$ cat config.mk
export PLATFORM = sky130hd
export DESIGN_NAME = mem_stage_module_flat
export DESIGN_NICKNAME = d
export VERILOG_FILES = /design/src/rtl/arm_pkg.sv /design/src/rtl/mem_stage_module_if.sv /design/src/rtl/mem_stage_reg.sv /design/src/rtl/mem_stage_module.sv /design/src/flat_wrapper.sv
export SDC_FILE = /design/constraint.sdc
export NUM_CORES = 2
export LEC_CHECK = 0
export BUFFER_PORTS_ARGS = -buffer_cell sky130_fd_sc_hd__buf_2
export CAP_MARGIN = 25
export CORE_MARGIN = 2
export CORE_UTILIZATION = 49
export CTS_CLUSTER_DIAMETER = 40
export DETAILED_ROUTE_END_ITERATION = 10
export PLACE_DENSITY = 0.67
export SLEW_MARGIN = 20
export SYNTH_ARGS = -nofsm -noshare
export SYNTH_HDL_FRONTEND = slang
export SYNTH_SLANG_ARGS = --single-unit
$ cat constraint.sdc
create_clock -name clk -period 4.35 [get_ports clk]
set_clock_uncertainty 0.2 [all_clocks]
set_input_delay 0.87 -clock clk [delete_from_list [all_inputs] [get_ports clk]]
set_output_delay 0.87 -clock clk [all_outputs]
set_load 0.01 [all_outputs]
$ cat src/rtl/arm_pkg.sv
// rtl/arm_pkg.sv - shared widths, defaults and MEM-stage FSM encoding for the ARM pipeline
// Contents: DATA_W, REG_IDX_W, DEF_BASE_ADDR, mem_state_t {IDLE, BUSY, DONE}
package arm_pkg;

    localparam int DATA_W        = 32;
    localparam int REG_IDX_W     = 4;
    localparam int DEF_BASE_ADDR = 1024;

    typedef enum logic [1:0] {
        IDLE = 2'd0,
        BUSY = 2'd1,
        DONE = 2'd2
    } mem_state_t;

endpackage

$ cat src/rtl/mem_stage_module_if.sv
// rtl/mem_stage_module_if.sv - EXE-to-MEM request fields and MEM/WB result fields of the memory stage
// master: EXE side, drives WB_EN_IN, MEM_R_EN_IN, MEM_W_EN_IN, ALU_result_IN, ST_val, Dest_IN
//         and observes WB_EN, MEM_R_EN, ALU_result, Mem_read_value, Dest, freeze
// slave : memory stage, the reverse directions
interface mem_stage_module_if;
    import arm_pkg::*;

    logic                 WB_EN_IN;
    logic                 MEM_R_EN_IN;
    logic                 MEM_W_EN_IN;
    logic [DATA_W-1:0]    ALU_result_IN;
    logic [DATA_W-1:0]    ST_val;
    logic [REG_IDX_W-1:0] Dest_IN;

    logic                 WB_EN;
    logic                 MEM_R_EN;
    logic [DATA_W-1:0]    ALU_result;
    logic [DATA_W-1:0]    Mem_read_value;
    logic [REG_IDX_W-1:0] Dest;
    logic                 freeze;

    modport master (
        output WB_EN_IN, MEM_R_EN_IN, MEM_W_EN_IN, ALU_result_IN, ST_val, Dest_IN,
        input  WB_EN, MEM_R_EN, ALU_result, Mem_read_value, Dest, freeze
    );

    modport slave (
        input  WB_EN_IN, MEM_R_EN_IN, MEM_W_EN_IN, ALU_result_IN, ST_val, Dest_IN,
        output WB_EN, MEM_R_EN, ALU_result, Mem_read_value, Dest, freeze
    );

endinterface

$ cat src/rtl/mem_stage_reg.sv
// rtl/mem_stage_reg.sv - MEM/WB pipeline register with load and bubble controls
// Inputs : clk, rst (sync, active high), load, bubble, wb_en_in, mem_r_en_in, alu_result_in,
//          dest_in, rd_valid, rd_data
// Outputs: wb_en, mem_r_en, alu_result, mem_read_value, dest
module mem_stage_reg
    import arm_pkg::*;
(
    input  logic                 clk,
    input  logic                 rst,
    input  logic                 load,
    input  logic                 bubble,
    input  logic                 wb_en_in,
    input  logic                 mem_r_en_in,
    input  logic [DATA_W-1:0]    alu_result_in,
    input  logic [REG_IDX_W-1:0] dest_in,
    input  logic                 rd_valid,
    input  logic [DATA_W-1:0]    rd_data,
    output logic                 wb_en,
    output logic                 mem_r_en,
    output logic [DATA_W-1:0]    alu_result,
    output logic [DATA_W-1:0]    mem_read_value,
    output logic [REG_IDX_W-1:0] dest
);

    always_ff @(posedge clk) begin
        if (rst) begin
            wb_en          <= 1'b0;
            mem_r_en       <= 1'b0;
            alu_result     <= '0;
            mem_read_value <= '0;
            dest           <= '0;
        end else if (bubble) begin
            // Kill the control bits only; data fields hold so WB sees a harmless no-op.
            wb_en    <= 1'b0;
            mem_r_en <= 1'b0;
        end else if (load) begin
            wb_en      <= wb_en_in;
            mem_r_en   <= mem_r_en_in;
            alu_result <= alu_result_in;
            dest       <= dest_in;
            // Load data only moves when a load actually retires.
            if (rd_valid) begin
                mem_read_value <= rd_data;
            end
        end
    end

endmodule

$ cat src/rtl/mem_stage_module.sv
// rtl/mem_stage_module.sv - ARM MEM stage: fixed-latency word memory, access FSM and MEM/WB register
// Params : DEPTH (words, power of two), WAIT_CYCLES (stall cycles per access), BASE_ADDR (byte addr of word 0)
// Ports  : clk, rst (sync, active high), bus (mem_stage_module_if.slave: EXE fields in, MEM/WB fields and freeze out)
module mem_stage_module
    import arm_pkg::*;
#(
    parameter int DEPTH       = 64,
    parameter int WAIT_CYCLES = 4,
    parameter int BASE_ADDR   = DEF_BASE_ADDR
) (
    input  logic               clk,
    input  logic               rst,
    mem_stage_module_if.slave  bus
);

    localparam int AW = $clog2(DEPTH);
    localparam int CW = (WAIT_CYCLES < 1) ? 1 : $clog2(WAIT_CYCLES + 1);

    localparam logic [1:0] ST_IDLE = 2'(IDLE);
    localparam logic [1:0] ST_BUSY = 2'(BUSY);
    localparam logic [1:0] ST_DONE = 2'(DONE);

    logic [1:0]        state;
    logic [1:0]        state_next;
    logic [CW-1:0]     cnt;
    logic [CW-1:0]     cnt_next;
    logic              req;
    logic              retire;
    logic              freeze_c;

    logic [DATA_W-1:0] mem [DEPTH];
    logic [DATA_W-1:0] addr_off;
    logic [AW-1:0]     idx;
    logic [DATA_W-1:0] rd_data;
    logic              wr_en;
    logic              rd_valid;
    logic              unused_addr_bits;

    assign req = bus.MEM_R_EN_IN | bus.MEM_W_EN_IN;

    // Byte offset from the window base; the low two bits and everything above the
    // word index are dropped, which gives both alignment masking and modulo-DEPTH wrap.
    assign addr_off         = bus.ALU_result_IN - DATA_W'(BASE_ADDR);
    assign idx              = addr_off[AW+1:2];
    assign unused_addr_bits = ^{addr_off[DATA_W-1:AW+2], addr_off[1:0]};

    // The first stall cycle is spent in IDLE, so the counter starts at 1 on entry to the
    // wait and DONE is reached once WAIT_CYCLES stall cycles have elapsed.
    always_comb begin
        state_next = state;
        cnt_next   = cnt;
        freeze_c   = 1'b0;
        retire     = 1'b0;
        case (state)
            ST_IDLE: begin
                if (req) begin
                    if (WAIT_CYCLES == 0) begin
                        retire = 1'b1;
                    end else begin
                        freeze_c   = 1'b1;
                        cnt_next   = CW'(1);
                        state_next = (WAIT_CYCLES > 1) ? ST_BUSY : ST_DONE;
                    end
                end
            end
            ST_BUSY: begin
                freeze_c = 1'b1;
                cnt_next = cnt + CW'(1);
                if (cnt_next == CW'(WAIT_CYCLES)) begin
                    state_next = ST_DONE;
                end
            end
            ST_DONE: begin
                retire     = 1'b1;
                cnt_next   = '0;
                state_next = ST_IDLE;
            end
            default: begin
                cnt_next   = '0;
                state_next = ST_IDLE;
            end
        endcase
    end

    always_ff @(posedge clk) begin
        if (rst) begin
            state <= ST_IDLE;
            cnt   <= '0;
        end else begin
            state <= state_next;
            cnt   <= cnt_next;
        end
    end

    // Store wins over a (illegal) simultaneous load; reset aborts a pending write.
    assign wr_en    = retire & bus.MEM_W_EN_IN & ~rst;
    assign rd_valid = retire & bus.MEM_R_EN_IN & ~bus.MEM_W_EN_IN;
    assign rd_data  = mem[idx];

    always_ff @(posedge clk) begin
        if (wr_en) begin
            mem[idx] <= bus.ST_val;
        end
    end

    assign bus.freeze = freeze_c;

    mem_stage_reg u_mem_wb (
        .clk            (clk),
        .rst            (rst),
        .load           (~freeze_c),
        .bubble         (freeze_c),
        .wb_en_in       (bus.WB_EN_IN),
        .mem_r_en_in    (bus.MEM_R_EN_IN & ~bus.MEM_W_EN_IN),
        .alu_result_in  (bus.ALU_result_IN),
        .dest_in        (bus.Dest_IN),
        .rd_valid       (rd_valid),
        .rd_data        (rd_data),
        .wb_en          (bus.WB_EN),
        .mem_r_en       (bus.MEM_R_EN),
        .alu_result     (bus.ALU_result),
        .mem_read_value (bus.Mem_read_value),
        .dest           (bus.Dest)
    );

endmodule

$ cat src/flat_wrapper.sv
// flat-port wrapper written by rule: the top's interface ports become plain ports
module mem_stage_module_flat import arm_pkg::*;
#(
    parameter int DEPTH       = 64,
    parameter int WAIT_CYCLES = 4,
    parameter int BASE_ADDR   = DEF_BASE_ADDR
)
  (clk, rst, bus_WB_EN_IN, bus_MEM_R_EN_IN, bus_MEM_W_EN_IN, bus_ALU_result_IN, bus_ST_val, bus_Dest_IN, bus_WB_EN, bus_MEM_R_EN, bus_ALU_result, bus_Mem_read_value, bus_Dest, bus_freeze);
  mem_stage_module_if bus_i ();
  input  logic clk;
  input  logic rst;
  input wire logic [$bits(bus_i.WB_EN_IN)-1:0] bus_WB_EN_IN;
  input wire logic [$bits(bus_i.MEM_R_EN_IN)-1:0] bus_MEM_R_EN_IN;
  input wire logic [$bits(bus_i.MEM_W_EN_IN)-1:0] bus_MEM_W_EN_IN;
  input wire logic [$bits(bus_i.ALU_result_IN)-1:0] bus_ALU_result_IN;
  input wire logic [$bits(bus_i.ST_val)-1:0] bus_ST_val;
  input wire logic [$bits(bus_i.Dest_IN)-1:0] bus_Dest_IN;
  output wire logic [$bits(bus_i.WB_EN)-1:0] bus_WB_EN;
  output wire logic [$bits(bus_i.MEM_R_EN)-1:0] bus_MEM_R_EN;
  output wire logic [$bits(bus_i.ALU_result)-1:0] bus_ALU_result;
  output wire logic [$bits(bus_i.Mem_read_value)-1:0] bus_Mem_read_value;
  output wire logic [$bits(bus_i.Dest)-1:0] bus_Dest;
  output wire logic [$bits(bus_i.freeze)-1:0] bus_freeze;
  assign bus_i.WB_EN_IN = bus_WB_EN_IN;
  assign bus_i.MEM_R_EN_IN = bus_MEM_R_EN_IN;
  assign bus_i.MEM_W_EN_IN = bus_MEM_W_EN_IN;
  assign bus_i.ALU_result_IN = bus_ALU_result_IN;
  assign bus_i.ST_val = bus_ST_val;
  assign bus_i.Dest_IN = bus_Dest_IN;
  assign bus_WB_EN = bus_i.WB_EN;
  assign bus_MEM_R_EN = bus_i.MEM_R_EN;
  assign bus_ALU_result = bus_i.ALU_result;
  assign bus_Mem_read_value = bus_i.Mem_read_value;
  assign bus_Dest = bus_i.Dest;
  assign bus_freeze = bus_i.freeze;
  mem_stage_module #(.DEPTH(DEPTH), .WAIT_CYCLES(WAIT_CYCLES), .BASE_ADDR(BASE_ADDR)) u_core (.clk(clk), .rst(rst), .bus(bus_i));
endmodule
==> flow_summary.yaml <==
synth:
  synth_seq_cells: 2123
  synth_cells: 4254
  async_reset_ff_frac: 0
  ys_types: 63
  post_synth.cell_area_avg_um2: 18.94
  synthTopCellsByCount: "edfxtp_1 (2048), mux2i_1 (335), a221oi_1 (286)"
  yosysTopAreaCell: "edfxtp_1"
  syn_area_um2: 80580
  synth-edff-count: 2048
  seq_area_frac_synth: 0.7818
  synth.top_cell.area_share: 0.7632
  yosysWarnings: 0
  post-synth-top-count-cell: "edfxtp_1"
  yosys-top-cells-area: "edfxtp_1 (76%), mux4_2 (5.9%), mux2i_1 (4.2%)"
  syn_nets: 4329
  ys.flop_type: "edfxtp_1"
routing:
  wl_per_cell_um: 34.07
  vias_per_cell: 6.569
  antenna_left: 0
  drt-initial-drc-count: 7862
  vias: 46810
  wl_mm: 242.8
  drc: 0
  drtPass1Iterations: 5
timing:
  period_share: 0.7745
  slew_violations: 0
  max_freq_mhz: 296.8
  whs_ps: 54.89
  relSlewSlack: 0.1621
  tightest_slew_ps: 1244
  hold_viol: 0
  period_needed_ps: 3369
  setup_viol: 0
  rsz0062_at_grt: "false"
  fin_setup_tns_ps: 0
grt:
  grt_first_pass_wirelength_mm: 340.2
  grt_max_degree: 65
  grtUsageTotal: 0.2871
  grt_pass1_vias: 45100
  overflow: 0
  antenna_found_initial: 17
clock_tree:
  clockRootBuffer: "clkbuf_16"
  clock_path_buffers: 4
  htreeDepth: 5
  cts_buffers: 276
  clock_latency_ps: 910
  cts_resized: 0
  cts_tree: "yes"
  clkTransAtPathRegs_ps: 60
  clkSinkCount: 2123
power_and_ir_drop:
  p_switching_w: 0.009958
  vdd_drop_max_mv: 0.4729
  switching_share: 0.2156
  power.density_nw_per_um2: 481.6
  p_leak_nw: 31.54
  internal_power_w: 0.03623
  clkPwrFrac: 0.468
  pwr-share-seq: 0.485
  p_comb_frac: 0.047
floorplanning:
  die_w_um: 409.5
  die-area_um2: 167700
  die_h_um: 409.5
  initial_utilization: 0.4945
  boundaryPins: 144
  core_um2: 163000
  fp-row-count: 148
placed_design:
  place_area_um2: 86860
  dp.cells: 6623
  place_congestion: 0.8662
  io_buffers: 143
  place_hpwl_mm: 146.7
min_path:
  min_from: "bus_ALU_result_IN[1]"
  worstHoldPathCells: 3
  min_path_type: "in2reg"
  holdPathEnd: "u_core.u_mem_wb.alu_result[1]$_SDFFE_PP0N_"
worst_setup_path:
  critical_path_class: "in2reg"
  arrival_ps: 3910
  crit_fanout: 41
  r2r-start: "u_core.state[0]$_SDFFE_PP0P_"
  reg2reg_slack_ps: 1290
  timing.rr.end: "u_core.u_mem_wb.mem_read_value[6]$_SDFFE_PP0P_"
  required_ps: 4890
  reg2regPathDepth: 4
  end_kind: "flip-flop"
  start_kind: "input port"
finish:
  final_cells: 7126
  finish.net_count: 4832
  syn2layout_area_growth_pct: 19.02
  final_cell_area_um2: 95910
  drive_above_1_share: 0.2466
outcome:
  status: "completed"
job:
  drv_cap: 0
[critical path: stages]
cell	delay (ps)
buf_8	450
buf_12	330
buf_12	260
mux2i_1	230
o22ai_1	120
o21ai_0	590
buf_4	280
nand3_1	90
nor3_1	270
buf_4	190
a211oi_1	70
[kinds of logic (layout without fill, tap and decap cells)]
family / count (synthesis) / count (layout) / share of synthesized area
AOI/OAI and AO/OA: 785 / 785 / 0.07130
adders and majority gates: 2 / 2 / 0.0003105
xor gates and xnor gates: 1 / 1 / 0.0001087
and+or+nand+nor: 485 / 485 / 0.02601
buffers and inverters: 295 / 984 / 0.01762
DFF: 2123 / 2123 / 0.7818
other: 0 / 8 / 0
muxes: 563 / 563 / 0.1028
[state kept, by name, summed over array words and instances (netlist names)]
signal,count
u_core.u_mem_wb.dest,4
u_core.u_mem_wb.mem_read_value,32
u_core.state,2
u_core.u_mem_wb.alu_result,32
u_core.cnt,3
u_core.u_mem_wb.wb_en,1
u_core.u_mem_wb.mem_r_en,1
u_core.mem,2048
[how the worst max path moves through the flow]
stage | from | cells after the start | end
after floorplan | bus_ALU_result_IN[2] | 8 | u_core.mem[60][0]$_DFFE_PP_
after global placement | bus_ALU_result_IN[2] | 11 | u_core.u_mem_wb.mem_read_value[5]$_SDFFE_PP0P_
after detailed placement | bus_ALU_result_IN[2] | 11 | u_core.u_mem_wb.mem_read_value[5]$_SDFFE_PP0P_
after CTS | u_core.state[0]$_SDFFE_PP0P_ | 4 | bus_freeze
after global routing | bus_ALU_result_IN[2] | 11 | u_core.u_mem_wb.mem_read_value[5]$_SDFFE_PP0P_
final | bus_ALU_result_IN[2] | 11 | u_core.u_mem_wb.mem_read_value[5]$_SDFFE_PP0P_
[repair_timing]
item	in CTS	in global routing
setup buffers	0	0
endpoints found under the hold margin	27	0
setup endpoints to repair	0	0
hold buffers	27	0
[area by class of cell]
cell class	instances	area, um2
timing repair buffer	516	4717
clock buffer	327	7370
clock inverter	137	1310
fill	11730	67050
sequential	2123	63000
antenna	8	20.02
multi-input combinational	1836	16750
inverter	4	21.27
tap	2175	2721
[per-layer routing]
layer,track usage,share of wire,up-vias
li1,-,-,18670
met1,0.4046,0.38,24090
met2,0.4350,0.46,3470
met3,0.07215,0.13,580
met4,0.1066,0.037,2
met5,0,0.000054,-
[power groups by stage]
stage	registers [W]	logic [W]	clock network [W]
after detailed placement	0.0228	0.00208	0
final	0.0224	0.00216	0.0216
after global routing	0.0224	0.00225	0.0226
after CTS	0.0224	0.00211	0.0218
after global placement	0.0229	0.00203	0
after floorplan	0.0229	0.00100	0
[stage by stage]
step	power [W]	setup WS, ps	utilization
after floorplan	0.02386	133.7	-
after global placement	0.02489	249.4	0.5319
after detailed placement	0.02493	226.3	0.5330
after CTS	0.04629	1161	0.5879
after global routing	0.04724	901.8	0.5885
final	0.04619	981.0	0.5885
[layout by cell type, fill, tap and decap left out, types with 13 or more instances in the layout]
cell type / n
edfxtp_1: 2048
a221oi_1: 286
mux2_2: 18
buf_4: 267
o31a_1: 16
o22ai_1: 110
nor3_1: 29
mux4_2: 210
clkbuf_1: 34
a22oi_1: 89
bufinv_16: 16
a31oi_1: 16
a22o_1: 13
o21ai_0: 99
dfxtp_1: 75
clkinv_1: 25
buf_12: 83
a21oi_1: 82
nand3_1: 27
nor2_1: 159
dlygate4sd3_1: 27
clkbuf_16: 285
nor2_4: 67
clkinv_4: 14
inv_6: 29
buf_2: 133
nand2_1: 139
clkinv_2: 34
mux2i_1: 335
Power figures use the tool's default switching activity.
